File: src/rtl/sd_pkg.sv
// Shared definitions for the SD-card RAM disk: FSM states, sector geometry and byte-offset type.
package sd_pkg;

  localparam int SECTOR_BYTES = 512;

  typedef logic [8:0] offset_t;

  localparam offset_t LAST_OFFSET = offset_t'(SECTOR_BYTES - 1);

  typedef enum logic [3:0] {
    IDLE,
    RD_REQ,
    RD_WAIT,
    RD_PUT,
    WR_ADDR,
    WR_CAPT,
    WR_REQ,
    WR_WAIT,
    DONE
  } sd_state_t;

endpackage

File: src/rtl/sd_ramdisk.sv
// Serves SD sector reads/writes from a disk image held in SDRAM, one byte per memory access.
// Sectors beyond the mounted image read as FILL_BYTE and silently drop writes.
module sd_ramdisk
  import sd_pkg::*;
#(
  parameter logic [22:0] BASE_ADDR = 23'h020000,
  parameter logic [7:0]  FILL_BYTE = 8'h00
) (
  input  logic        clk_sys,
  input  logic        reset,
  input  logic        img_mounted,
  input  logic [31:0] img_size,
  input  logic [31:0] sd_lba,
  input  logic        sd_rd,
  input  logic        sd_wr,
  output logic        sd_ack,
  output logic [8:0]  sd_buff_addr,
  output logic [7:0]  sd_buff_dout,
  output logic        sd_buff_wr,
  input  logic [7:0]  sd_buff_din,
  output logic [22:0] mem_addr,
  output logic        mem_rd,
  output logic        mem_we,
  output logic [7:0]  mem_din,
  input  logic [7:0]  mem_dout,
  input  logic        mem_ready
);

  sd_state_t   r_state;
  sd_state_t   w_nextState;
  logic [13:0] r_lba;
  offset_t     r_offset;
  logic [22:0] r_imgSectors;
  logic        r_inRange;
  logic [7:0]  r_rdData;
  logic [7:0]  r_wrData;

  logic        w_lbaInRange;
  logic        w_lastByte;
  logic [22:0] w_memAddr;
  logic        w_unusedSizeLsbs;

  // Only whole sectors count toward the image; the trailing partial sector is out of range.
  assign w_unusedSizeLsbs = ^img_size[8:0];
  assign w_lbaInRange     = sd_lba < {9'd0, r_imgSectors};
  assign w_lastByte       = (r_offset == LAST_OFFSET);
  assign w_memAddr        = BASE_ADDR + {r_lba, r_offset};

  assign sd_buff_addr = r_offset;
  assign sd_buff_dout = r_rdData;
  assign mem_din      = r_wrData;
  assign mem_addr     = (r_state == IDLE) ? 23'd0 : w_memAddr;

  always_ff @(posedge clk_sys or posedge reset) begin
    if (reset) begin
      r_state <= IDLE;
    end else begin
      r_state <= w_nextState;
    end
  end

  always_comb begin
    w_nextState = r_state;
    sd_ack      = 1'b0;
    sd_buff_wr  = 1'b0;
    mem_rd      = 1'b0;
    mem_we      = 1'b0;
    case (r_state)
      IDLE: begin
        if (sd_rd) begin
          w_nextState = RD_REQ;
        end else if (sd_wr) begin
          w_nextState = WR_ADDR;
        end
      end
      RD_REQ: begin
        sd_ack = 1'b1;
        if (r_inRange) begin
          mem_rd      = 1'b1;
          w_nextState = mem_ready ? RD_PUT : RD_WAIT;
        end else begin
          w_nextState = RD_PUT;
        end
      end
      RD_WAIT: begin
        sd_ack = 1'b1;
        mem_rd = 1'b1;
        if (mem_ready) begin
          w_nextState = RD_PUT;
        end
      end
      RD_PUT: begin
        sd_ack      = 1'b1;
        sd_buff_wr  = 1'b1;
        w_nextState = w_lastByte ? DONE : RD_REQ;
      end
      WR_ADDR: begin
        sd_ack      = 1'b1;
        w_nextState = WR_CAPT;
      end
      WR_CAPT: begin
        sd_ack      = 1'b1;
        w_nextState = WR_REQ;
      end
      WR_REQ: begin
        sd_ack = 1'b1;
        if (r_inRange) begin
          mem_we = 1'b1;
          if (mem_ready) begin
            w_nextState = w_lastByte ? DONE : WR_ADDR;
          end else begin
            w_nextState = WR_WAIT;
          end
        end else begin
          w_nextState = w_lastByte ? DONE : WR_ADDR;
        end
      end
      WR_WAIT: begin
        sd_ack = 1'b1;
        mem_we = 1'b1;
        if (mem_ready) begin
          w_nextState = w_lastByte ? DONE : WR_ADDR;
        end
      end
      DONE: begin
        // Wait for the request level to drop so one level yields exactly one transfer.
        if (!sd_rd && !sd_wr) begin
          w_nextState = IDLE;
        end
      end
      default: w_nextState = IDLE;
    endcase
  end

  always_ff @(posedge clk_sys or posedge reset) begin
    if (reset) begin
      r_lba        <= '0;
      r_offset     <= '0;
      r_imgSectors <= '0;
      r_inRange    <= 1'b0;
      r_rdData     <= '0;
      r_wrData     <= '0;
    end else begin
      if (img_mounted) begin
        r_imgSectors <= img_size[31:9];
      end
      case (r_state)
        IDLE: begin
          if (sd_rd || sd_wr) begin
            r_lba     <= sd_lba[13:0];
            r_inRange <= w_lbaInRange;
            r_offset  <= '0;
          end
        end
        RD_REQ: begin
          if (!r_inRange) begin
            r_rdData <= FILL_BYTE;
          end else if (mem_ready) begin
            r_rdData <= mem_dout;
          end
        end
        RD_WAIT: begin
          if (mem_ready) begin
            r_rdData <= mem_dout;
          end
        end
        RD_PUT: begin
          if (!w_lastByte) begin
            r_offset <= r_offset + 1'b1;
          end
        end
        WR_CAPT: begin
          r_wrData <= sd_buff_din;
        end
        WR_REQ: begin
          if (!w_lastByte && (!r_inRange || mem_ready)) begin
            r_offset <= r_offset + 1'b1;
          end
        end
        WR_WAIT: begin
          if (mem_ready && !w_lastByte) begin
            r_offset <= r_offset + 1'b1;
          end
        end
        default: ;
      endcase
    end
  end

endmodule

File: config.mk
export PLATFORM = sky130hd
export DESIGN_NAME = sd_ramdisk
export DESIGN_NICKNAME = d
export VERILOG_FILES = /design/src/rtl/sd_pkg.sv /design/src/rtl/sd_ramdisk.sv
export SDC_FILE = /design/constraint.sdc
export NUM_CORES = 1
export LEC_CHECK = 0
export BUFFER_PORTS_ARGS = -buffer_cell sky130_fd_sc_hd__buf_2
export CAP_MARGIN = 20
export CORE_MARGIN = 3
export CORE_UTILIZATION = 49
export CTS_CLUSTER_SIZE = 16
export DETAILED_ROUTE_END_ITERATION = 12
export PLACE_DENSITY = 0.85
export REMOVE_ABC_BUFFERS = 1
export SETUP_SLACK_MARGIN = 0.05
export SLEW_MARGIN = 20
export SYNTH_ARGS = -nofsm -noshare
export SYNTH_HDL_FRONTEND = slang
export SYNTH_SLANG_ARGS = --single-unit
File: constraint.sdc
create_clock -name clk_sys -period 2.8 [get_ports clk_sys]
set_clock_uncertainty 0.05 [all_clocks]
set_input_delay 0 -clock clk_sys [delete_from_list [all_inputs] [get_ports clk_sys]]
set_output_delay 0 -clock clk_sys [all_outputs]
set_load 0.02 [all_outputs]
* Word-level counts from Yosys, hierarchy flattened *
Index checks and enable logic that the tools add are counted.

storage, ports and cells
  input bits = 86
  output and inout bits = 52
  register bits after elaboration = 67
  logic and storage cells = 69

cells by class
  muxes and demuxes = 26
  order comparisons = 1
  reductions and logical operators = 16
  $add $sub $neg = 2
  equality and inequality tests = 17

operators by type and width
  operator                number
  $mux 4                  9
  $mux 9                  4
  $pmux 4 s9              1
  $pmux 9 s4              1
  $lt 32x23->1            1
  $add 18x23->23 const A  1
  $mux 23                 1
  $eq 4x3->1 const B      4
  $mux 8                  2
  $pmux 8 s2              1
  $ne 2x2->1 const B      6
  $add 9x1->9 const B     1
  $eq 9x9->1 const B      1
  $eq 4x2->1 const B      2
  $reduce_or 7->1         1
  $mux 1                  5
  $reduce_and 5->1        1
  $eq 4x1->1 const B      1
  $eq 4x4->1 const B      1
  $logic_not 1->1         4
  $logic_not 4->1         1
  $pmux 1 s2              2
  $reduce_and 4->1        1
  $reduce_bool 4->1       1
  other kinds (6)         9

* Depth between registers and ports, before layout *
Gate-level depths: netlist of the first run.

  word-level depth = 5
  gate-level depth with buffers = 9

* Worst setup path before layout of the first run *
OpenSTA, ideal clock, no wires.

  path type = register to register
  start = register r_offset[0] (netlist: sd_buff_addr[0])
  end = register r_offset[0] (netlist: sd_buff_addr[0])
  arrival = 2.148 ns
  buffers on the path = 0
  setup slack = 0.536 ns
  required time = 2.684 ns
  cell stages (with the launch flop) = 10
  cell sequence = dfrtp_1 ha_1 nand3_1 nor2_1 ha_1 o21bai_4 a211oi_4 o21ai_2 or4_1 nand2_1

between the ends
  longest elaborated chain between the ends = 5
  elaborated cells on any way between the ends = 13
  those cells by class = 1 x add/sub; 4 x eq/ne; 4 x mux; 4 x reduce/logical

RTL lines
  item                                                                 RTL line           RTL
  start, declared                                                      sd_ramdisk.sv:32   offset_t r_offset;
  start signal, assigned                                               sd_ramdisk.sv:169  r_offset <= r_offset + 1'b1;
  start signal, assigned                                               sd_ramdisk.sv:177  r_offset <= r_offset + 1'b1;
  start signal, assigned                                               sd_ramdisk.sv:182  r_offset <= r_offset + 1'b1;
  parallel branches: the longest is 5 deep, another holds $add 9x1->9  --

Parallel ways; which one is timed is not known. The select of a mux whose other input is x is not followed.
A chain may end at the register's enable or synchronous reset.

* Final worst setup path of the first run *
Ends and elaborated chain as after synthesis.

==> results.ini, run 1 <==
[status]
status = completed

[yosys]
ys_types = 47
synth_top_family_by_area = simple AND/OR/NAND/NOR gates
synth_compound_area_frac = 0.141
synth-warning-count = 0
ys_seq_area_frac = 0.461
synthAdderAreaFrac = 0.0859
syn_inst = 394
synth-simple-area-share = 0.213
yosysTopAreaCell = dfrtp_1
yosysMostFrequentCell = nand2_1
synthMuxAreaShare = 0.0306
synth_edf_count = 0
async_flop_share = 1.00
yosysTopAreaCellShare = 0.461
synthTopCellsByArea = dfrtp_1 46%, ha_1 8.6%, nand2_1 8.6%, o21ai_0 4.4%, nor2b_1 3.4%
syn-cell-area_mm2 = 0.00364
synth_ff_type = dfrtp_1
synth.top_cells.by_count = 83 x nand2_1, 67 x dfrtp_1, 32 x o21ai_0, 26 x inv_1, 25 x ha_1
synth.avg_cell_area_um2 = 9.24
synthXorXnorAreaFrac = 0.0193
ys_ff_latch = 67

[routing]
drtIter0Drc = 149
dr.pass1.iters = 4
avgRoutedWirePerCell_um = 14.8
drc = 0
vias = 3490
drt_wl_total_mm = 10.0
viasPerCell = 5.16
drt.antenna.violating_nets = 0

[power]
seqPwrFrac = 0.457
clkPwrFrac = 0.414
switchingPower_uw = 513
intPower_uw = 1690
power_leakage_uw = 0.00273
peakVddDrop_v = 0.000386
power_per_cell_area_mw_per_mm2 = 430
pwr-share-comb = 0.128
swShare = 0.233

[clock_tree]
htreeDepth = 3
post-cts-setup-buffers = 0
cts_tree = built
cts-buffers-inserted = 9
worstSkewPairLatency_ns = 0.35
clock-root-buffer = clkbuf_8
cts_max_path_buffers = 2
cts.clk_slew.worst_paths_ns = 0.07
cts.sinks = 67

[timing]
period_minus_slack_ns = 2.38
setup_violations = 0
finalCritPeriodShare = 0.849
setup_ws_ns = 0.422
fin_tns_setup_ns = 0
rsz0062_at_grt = false
tightestPinTransition_ns = 0.669
slew-limit-headroom = 0.551
fmax_mhz = 421
drv_slew = 0
hold_viol = 0

[die]
dieArea_mm2 = 0.00850
initial_core_util = 0.521
coreArea_mm2 = 0.00698
die_height_um = 92.2
pin_count = 138
rows = 30
die_w_um = 92.2

[global_route]
grt-ovfl-total = 0
grt_max_degree = 46
grt_usage = 0.239
antenna_found_initial = 0
grt_pass1_vias = 3565
grt_pass1_wl_mm = 16.2

[critical_path]
crit_type = reg2reg
reg2regPathDepth = 9
crit_required_ns = 3.04
cp_slowest_stage_delay_ns = 0.48
worst-endpoint-arrival_ns = 2.61
critical_path.slowest_cell = or4_1
rrSetupSlack_ns = 0.42
endpoint_kind = register
worst-path-max-fanout = 10
crit_top_cell = ha_1
start_kind = register
r2r-end = sd_buff_addr[0]$_DFFE_PP0P_
path_buf_inv = 0
rr_startpoint = sd_buff_addr[0]$_DFFE_PP0P_
cp_top_family = simple AND/OR/NAND/NOR gates
worstPathCellList = ha_1, nand3_1, nor2_1, ha_1, o21bai_4, a211oi_4, o21ai_2, or4_1, nand2_1

[finish]
stdcell_count = 676
nets = 686
drive_gt1_frac = 0.283
n_antenna_cell = 0
area_growth_pct = 40.6

[place]
hpwl_mm = 6.52
portBuffers = 128
pre_cts_slack_ns = 0.463
place_congestion = 0.869
dp.cells = 606

[hold_path]
min_to = r_inRange$_DFFE_PP0P_
hold_path.startpoint = sd_lba[25]
hold_path.class = in2reg
min_path_cells = 5

[flow_run]
maxCapViolCount = 0

-- worst max-delay path by stage --
stage | startpoint | cells past startpoint | slack [ns] | end
final | sd_buff_addr[0]$_DFFE_PP0P_ | 9 | 0.42 | sd_buff_addr[0]$_DFFE_PP0P_
after global routing | sd_buff_addr[0]$_DFFE_PP0P_ | 9 | 0.31 | sd_buff_addr[0]$_DFFE_PP0P_
after CTS | sd_buff_addr[0]$_DFFE_PP0P_ | 9 | 0.43 | sd_buff_addr[0]$_DFFE_PP0P_
after detailed placement | sd_buff_addr[0]$_DFFE_PP0P_ | 9 | 0.46 | sd_buff_addr[0]$_DFFE_PP0P_
after global placement | sd_buff_addr[0]$_DFFE_PP0P_ | 9 | 0.50 | sd_buff_addr[0]$_DFFE_PP0P_
after floorplan | r_state[0]$_DFFE_PP0P_ | 4 | 0.52 | r_inRange$_DFFE_PP0P_
-- final cells by class --
type                            instances  area, um2
Sequential cell                        67       1680
Timing Repair Buffer                  186       1210
Tap cell                               96        120
Clock inverter                          5       75.1
Clock buffer                           11        151
Fill cell                             502       1860
Inverter                               27        101
Multi-Input combinational cell        284       1780
-- tightest hold or removal path: cells and delay by family --
| kind | cells | cell delay, ns |
|---|---|---|
| buffers and inverters | 1 | 0.08 |
| AO/OA/AOI/OAI | 2 | 0.27 |
| AND/OR/NAND/NOR | 2 | 0.09 |
-- routing by layer --
layer | routed length [um] | up-vias | track usage
met5 | 0 | - | 0
li1 | - | 1701 | -
met3 | 634 | 23 | 0.0418
met1 | 3980 | 1628 | 0.279
met2 | 5180 | 138 | 0.426
met4 | 208 | 0 | 0.108
-- cells by family after synthesis --
| group | Yosys count |
|---|---|
| AO/OA/AOI/OAI | 78 |
| XOR/XNOR | 8 |
| adder cells (fa/ha/maj) | 25 |
| buffers and inverters | 43 |
| flip-flops | 67 |
| multiplexers | 10 |
| AND/OR/NAND/NOR | 163 |
-- per-stage QoR --
| stage | power [uW] | instance area [um2] | hold slack (ns) | util |
|---|---|---|---|---|
| after floorplan | 1130 | 3560 | 0.0464 | - |
| after global placement | 1220 | 4350 | -0.0180 | 0.623 |
| after detailed placement | 1240 | 4350 | -0.00625 | 0.623 |
| after CTS | 2200 | 5120 | 0.0652 | 0.733 |
| after global routing | 2290 | 5120 | 0.101 | 0.733 |
| final | 2200 | 5120 | 0.0802 | 0.733 |
-- power by group through the flow --
| stage | Clock, uW | Combinational (uW) | Sequential [uW] |
|---|---|---|---|
| after CTS | 923 | 273 | 1010 |
| after detailed placement | 0 | 215 | 1020 |
| final | 912 | 282 | 1010 |
| after floorplan | 0 | 113 | 1020 |
| after global routing | 970 | 315 | 1010 |
| after global placement | 0 | 201 | 1020 |
-- cells in the final DEF, fill, tap and decap left out, types with 2 or more instances in the layout --
master and n:
buf_2 128, nand2_1 83, dfrtp_1 67, dlygate4sd3_1 54, o21ai_0 32, inv_1 25, ha_1 25, nor2b_1 20
nor2_1 19, a21oi_1 16, clkbuf_8 11, mux2_2 9, nand3_1 9, a22o_1 8, xnor2_1 6, or3_1 4
nand2b_1 4, nand4_1 4, and3_1 4, buf_4 4, o21a_1 3, nor3_1 3, and2_1 3, a21o_1 3
a211oi_1 3, clkinv_2 3, inv_2 2, nor4_1 2, nand4b_1 2, o31ai_1 2, a32o_1 2, xor2_1 2
bufinv_16 2
-- flip-flops by register name (all words and copies together), names as in the netlist --
signal	flops
r_inRange	1
r_lba	14
r_state	4
mem_din	8
r_imgSectors	23
sd_buff_dout	8
sd_buff_addr	9
-- timing repair --
action                                 in CTS  in global routing
endpoints found under the hold margin      74                  0
hold buffers                               54                  0
resized for setup                           0                  0
Note: power is estimated with default switching activity, not from simulation.
==> inputs of run 2 (changes only) <==
--- a/config.mk
+++ b/config.mk
@@ -5,13 +5,14 @@
 export SDC_FILE = /design/constraint.sdc
 export NUM_CORES = 1
 export LEC_CHECK = 0
+export ABC_AREA = 1
 export BUFFER_PORTS_ARGS = -buffer_cell sky130_fd_sc_hd__buf_2
 export CAP_MARGIN = 20
 export CORE_MARGIN = 3
-export CORE_UTILIZATION = 49
+export CORE_UTILIZATION = 45
 export CTS_CLUSTER_SIZE = 16
 export DETAILED_ROUTE_END_ITERATION = 12
-export PLACE_DENSITY = 0.85
+export PLACE_DENSITY = 0.82
 export REMOVE_ABC_BUFFERS = 1
 export SETUP_SLACK_MARGIN = 0.05
 export SLEW_MARGIN = 20
==> constraint.sdc (replaced) <==
create_clock -name clk_sys -period 2.1 [get_ports clk_sys]
set_clock_uncertainty 0.05 [all_clocks]
set_input_delay 0 -clock clk_sys [delete_from_list [all_inputs] [get_ports clk_sys]]
set_output_delay 0 -clock clk_sys [all_outputs]
set_load 0.02 [all_outputs]
==> results.ini, run 2 <==
[power]
power_uw = 5990
power_leakage_uw = 0.00293
peakVddDrop_v = 0.000461
power_per_cell_area_mw_per_mm2 = 1090

[timing]
setup_ws_ns = 0.140
fin_tns_setup_ns = 0
slew-limit-headroom = 0.737
finalCritPeriodShare = 0.933
rsz0062_at_grt = false
drv_slew = 0
period_minus_slack_ns = 1.96
fmax_mhz = 510
setup_violations = 0
hold_viol = 0
tightestPinTransition_ns = 0.394

[critical_path]
worst-endpoint-arrival_ns = 2.18
cp_slowest_stage_delay_ns = 0.38
start_kind = register
worst-path-max-fanout = 7
endpoint_kind = register
crit_required_ns = 2.32
worstPathCellList = ha_1, nand4_1, nor3_2, ha_2, inv_2, nor2_2, nor3_4, nand2_2, buf_4, o21ai_2
path_buf_inv = 2
cp_top_family = simple AND/OR/NAND/NOR gates
critical_path.slowest_cell = dfrtp_1
crit_type = reg2reg

[finish]
multi_input_area_mm2 = 0.00177
most-common-layout-cells = 128 x buf_2, 123 x nand2_1, 68 x dlygate4sd3_1, 65 x dfrtp_1, 59 x inv_1
n_antenna_cell = 0
largest-register = r_imgSectors
ff_latch_area_mm2 = 0.00168
fill_cells = 637
mostFrequentLayoutCell = buf_2
nets = 780
area_growth_pct = 46.9
stdcell_count = 776
drive_gt1_frac = 0.303
largest_reg_flops = 23

[global_route]
grt_pass1_wl_mm = 17.2
grt-ovfl-total = 0
grt_pass1_vias = 3946
antenna_found_initial = 0
grt_usage = 0.217
grt_max_degree = 32

[yosys]
synthTopCellsByArea = dfrtp_1 45%, nand2_1 12%, ha_1 8.3%, inv_1 6.1%, o21ai_0 4.0%
ys_seq_area_frac = 0.447
synth_ff_type = dfrtp_1
ys_ff_latch = 67
synth-warning-count = 0
synth_edf_count = 0
yosysTopAreaCellShare = 0.447
syn-cell-area_mm2 = 0.00375
async_flop_share = 1.00
yosysTopAreaCell = dfrtp_1
yosysMostFrequentCell = nand2_1
syn_inst = 456
synth.avg_cell_area_um2 = 8.22
synth.top_cells.by_count = 123 x nand2_1, 67 x dfrtp_1, 61 x inv_1, 31 x nor2_1, 30 x o21ai_0
ys_types = 34

[place]
pre_cts_slack_ns = -0.0454
place_congestion = 0.938
dp.cells = 684
portBuffers = 128
hpwl_mm = 6.99

[die]
dieArea_mm2 = 0.00946
initial_core_util = 0.475
coreArea_mm2 = 0.00789
die_w_um = 97.3
pin_count = 138
rows = 32
die_height_um = 97.3

[routing]
viasPerCell = 4.94
dr.pass1.iters = 5
drtIter0Drc = 94
drc = 0
drt.antenna.violating_nets = 0
drt_wl_total_mm = 10.5
avgRoutedWirePerCell_um = 13.5
vias = 3832

[clock_tree]
clock-root-buffer = clkbuf_8
cts_max_path_buffers = 2
worstSkewPairLatency_ns = 0.33
htreeDepth = 3
cts.clk_slew.worst_paths_ns = 0.08
cts_tree = built
cts-buffers-inserted = 9
cts.sinks = 67

[hold_path]
hold_path.class = in2reg

[status]
status = completed

[flow_run]
maxCapViolCount = 0

## run 2: cell types whose count changed after synthesis, sizes merged, moves of 8 or more
cell,previous run,this run
mux2,9,1
o21ai,33,52
nor2,19,38
nor2b,20,0
a22o,8,0
nand2,83,130
inv,27,67
## run 2: timing repair
item,4_1_cts,5_1_grt
hold buffers,68,0
pin swaps,0,2
endpoints found under the hold margin,121,0
gates cloned,0,1
endpoints found under the setup margin,8,10
buffers inserted,0,7
resized for setup,1,7
## run 2: power breakdown
group	internal, uW	switching (uW)
registers	1650	203
logic	1090	1840
clock network	733	486
total	3460	2530
## run 2: cells by family (layout without fill, tap and decap cells)
family | Yosys count | in the layout | share of synthesized area
xor gates and xnor gates | 6 | 6 | 0.0140
muxes | 1 | 1 | 0.00300
adders and majority gates | 25 | 25 | 0.0834
DFF | 67 | 67 | 0.447
AOI/OAI and AO/OA | 82 | 82 | 0.134
buffers and inverters | 79 | 296 | 0.0868
and+or+nand+nor | 196 | 197 | 0.231
## run 2: layout make-up
class	instances	area share
multi-input combinational	311	0.322
tap	102	0.0232
clock inverter	4	0.0132
clock buffer	12	0.0282
sequential	67	0.305
inverter	67	0.0459
timing repair buffer	213	0.263
## run 2: stage by stage
stage | util | hold WS [ns] | cell area, um2
floorplan | - | 0.0573 | 3670
global placement | 0.573 | -0.154 | 4520
detailed placement | 0.573 | -0.143 | 4520
CTS | 0.689 | 0.00733 | 5430
global route | 0.698 | 0.0598 | 5510
finish | 0.698 | 0.0189 | 5510
## run 2: path summary, 6_finish.rpt
| path | from | end | slack [ns] | cells past startpoint |
|---|---|---|---|---|
| setup / recovery | sd_buff_addr[0]$_DFFE_PP0P_ | sd_buff_addr[5]$_DFFE_PP0P_ | 0.14 | 10 |
| hold / removal | img_mounted | r_imgSectors[3]$_DFFE_PP0P_ | 0.02 | 2 |
| setup reg to reg | sd_buff_addr[0]$_DFFE_PP0P_ | sd_buff_addr[5]$_DFFE_PP0P_ | 0.14 | 10 |
| hold reg to reg | mem_din[3]$_DFFE_PP0P_ | mem_din[3]$_DFFE_PP0P_ | 0.43 | 2 |
| max in group asynchronous | reset | r_state[1]$_DFFE_PP0P_ | 1.29 | 4 |
| min in group asynchronous | reset | r_lba[1]$_DFFE_PP0P_ | 0.05 | 3 |
## run 2: metal layers
metal | vias up | global-route usage | wire length (um)
met5 | - | 0 | 0
met4 | 0 | 0.0596 | 211
met3 | 22 | 0.0481 | 646
met2 | 139 | 0.401 | 5520
met1 | 1774 | 0.251 | 4100
li1 | 1897 | - | -
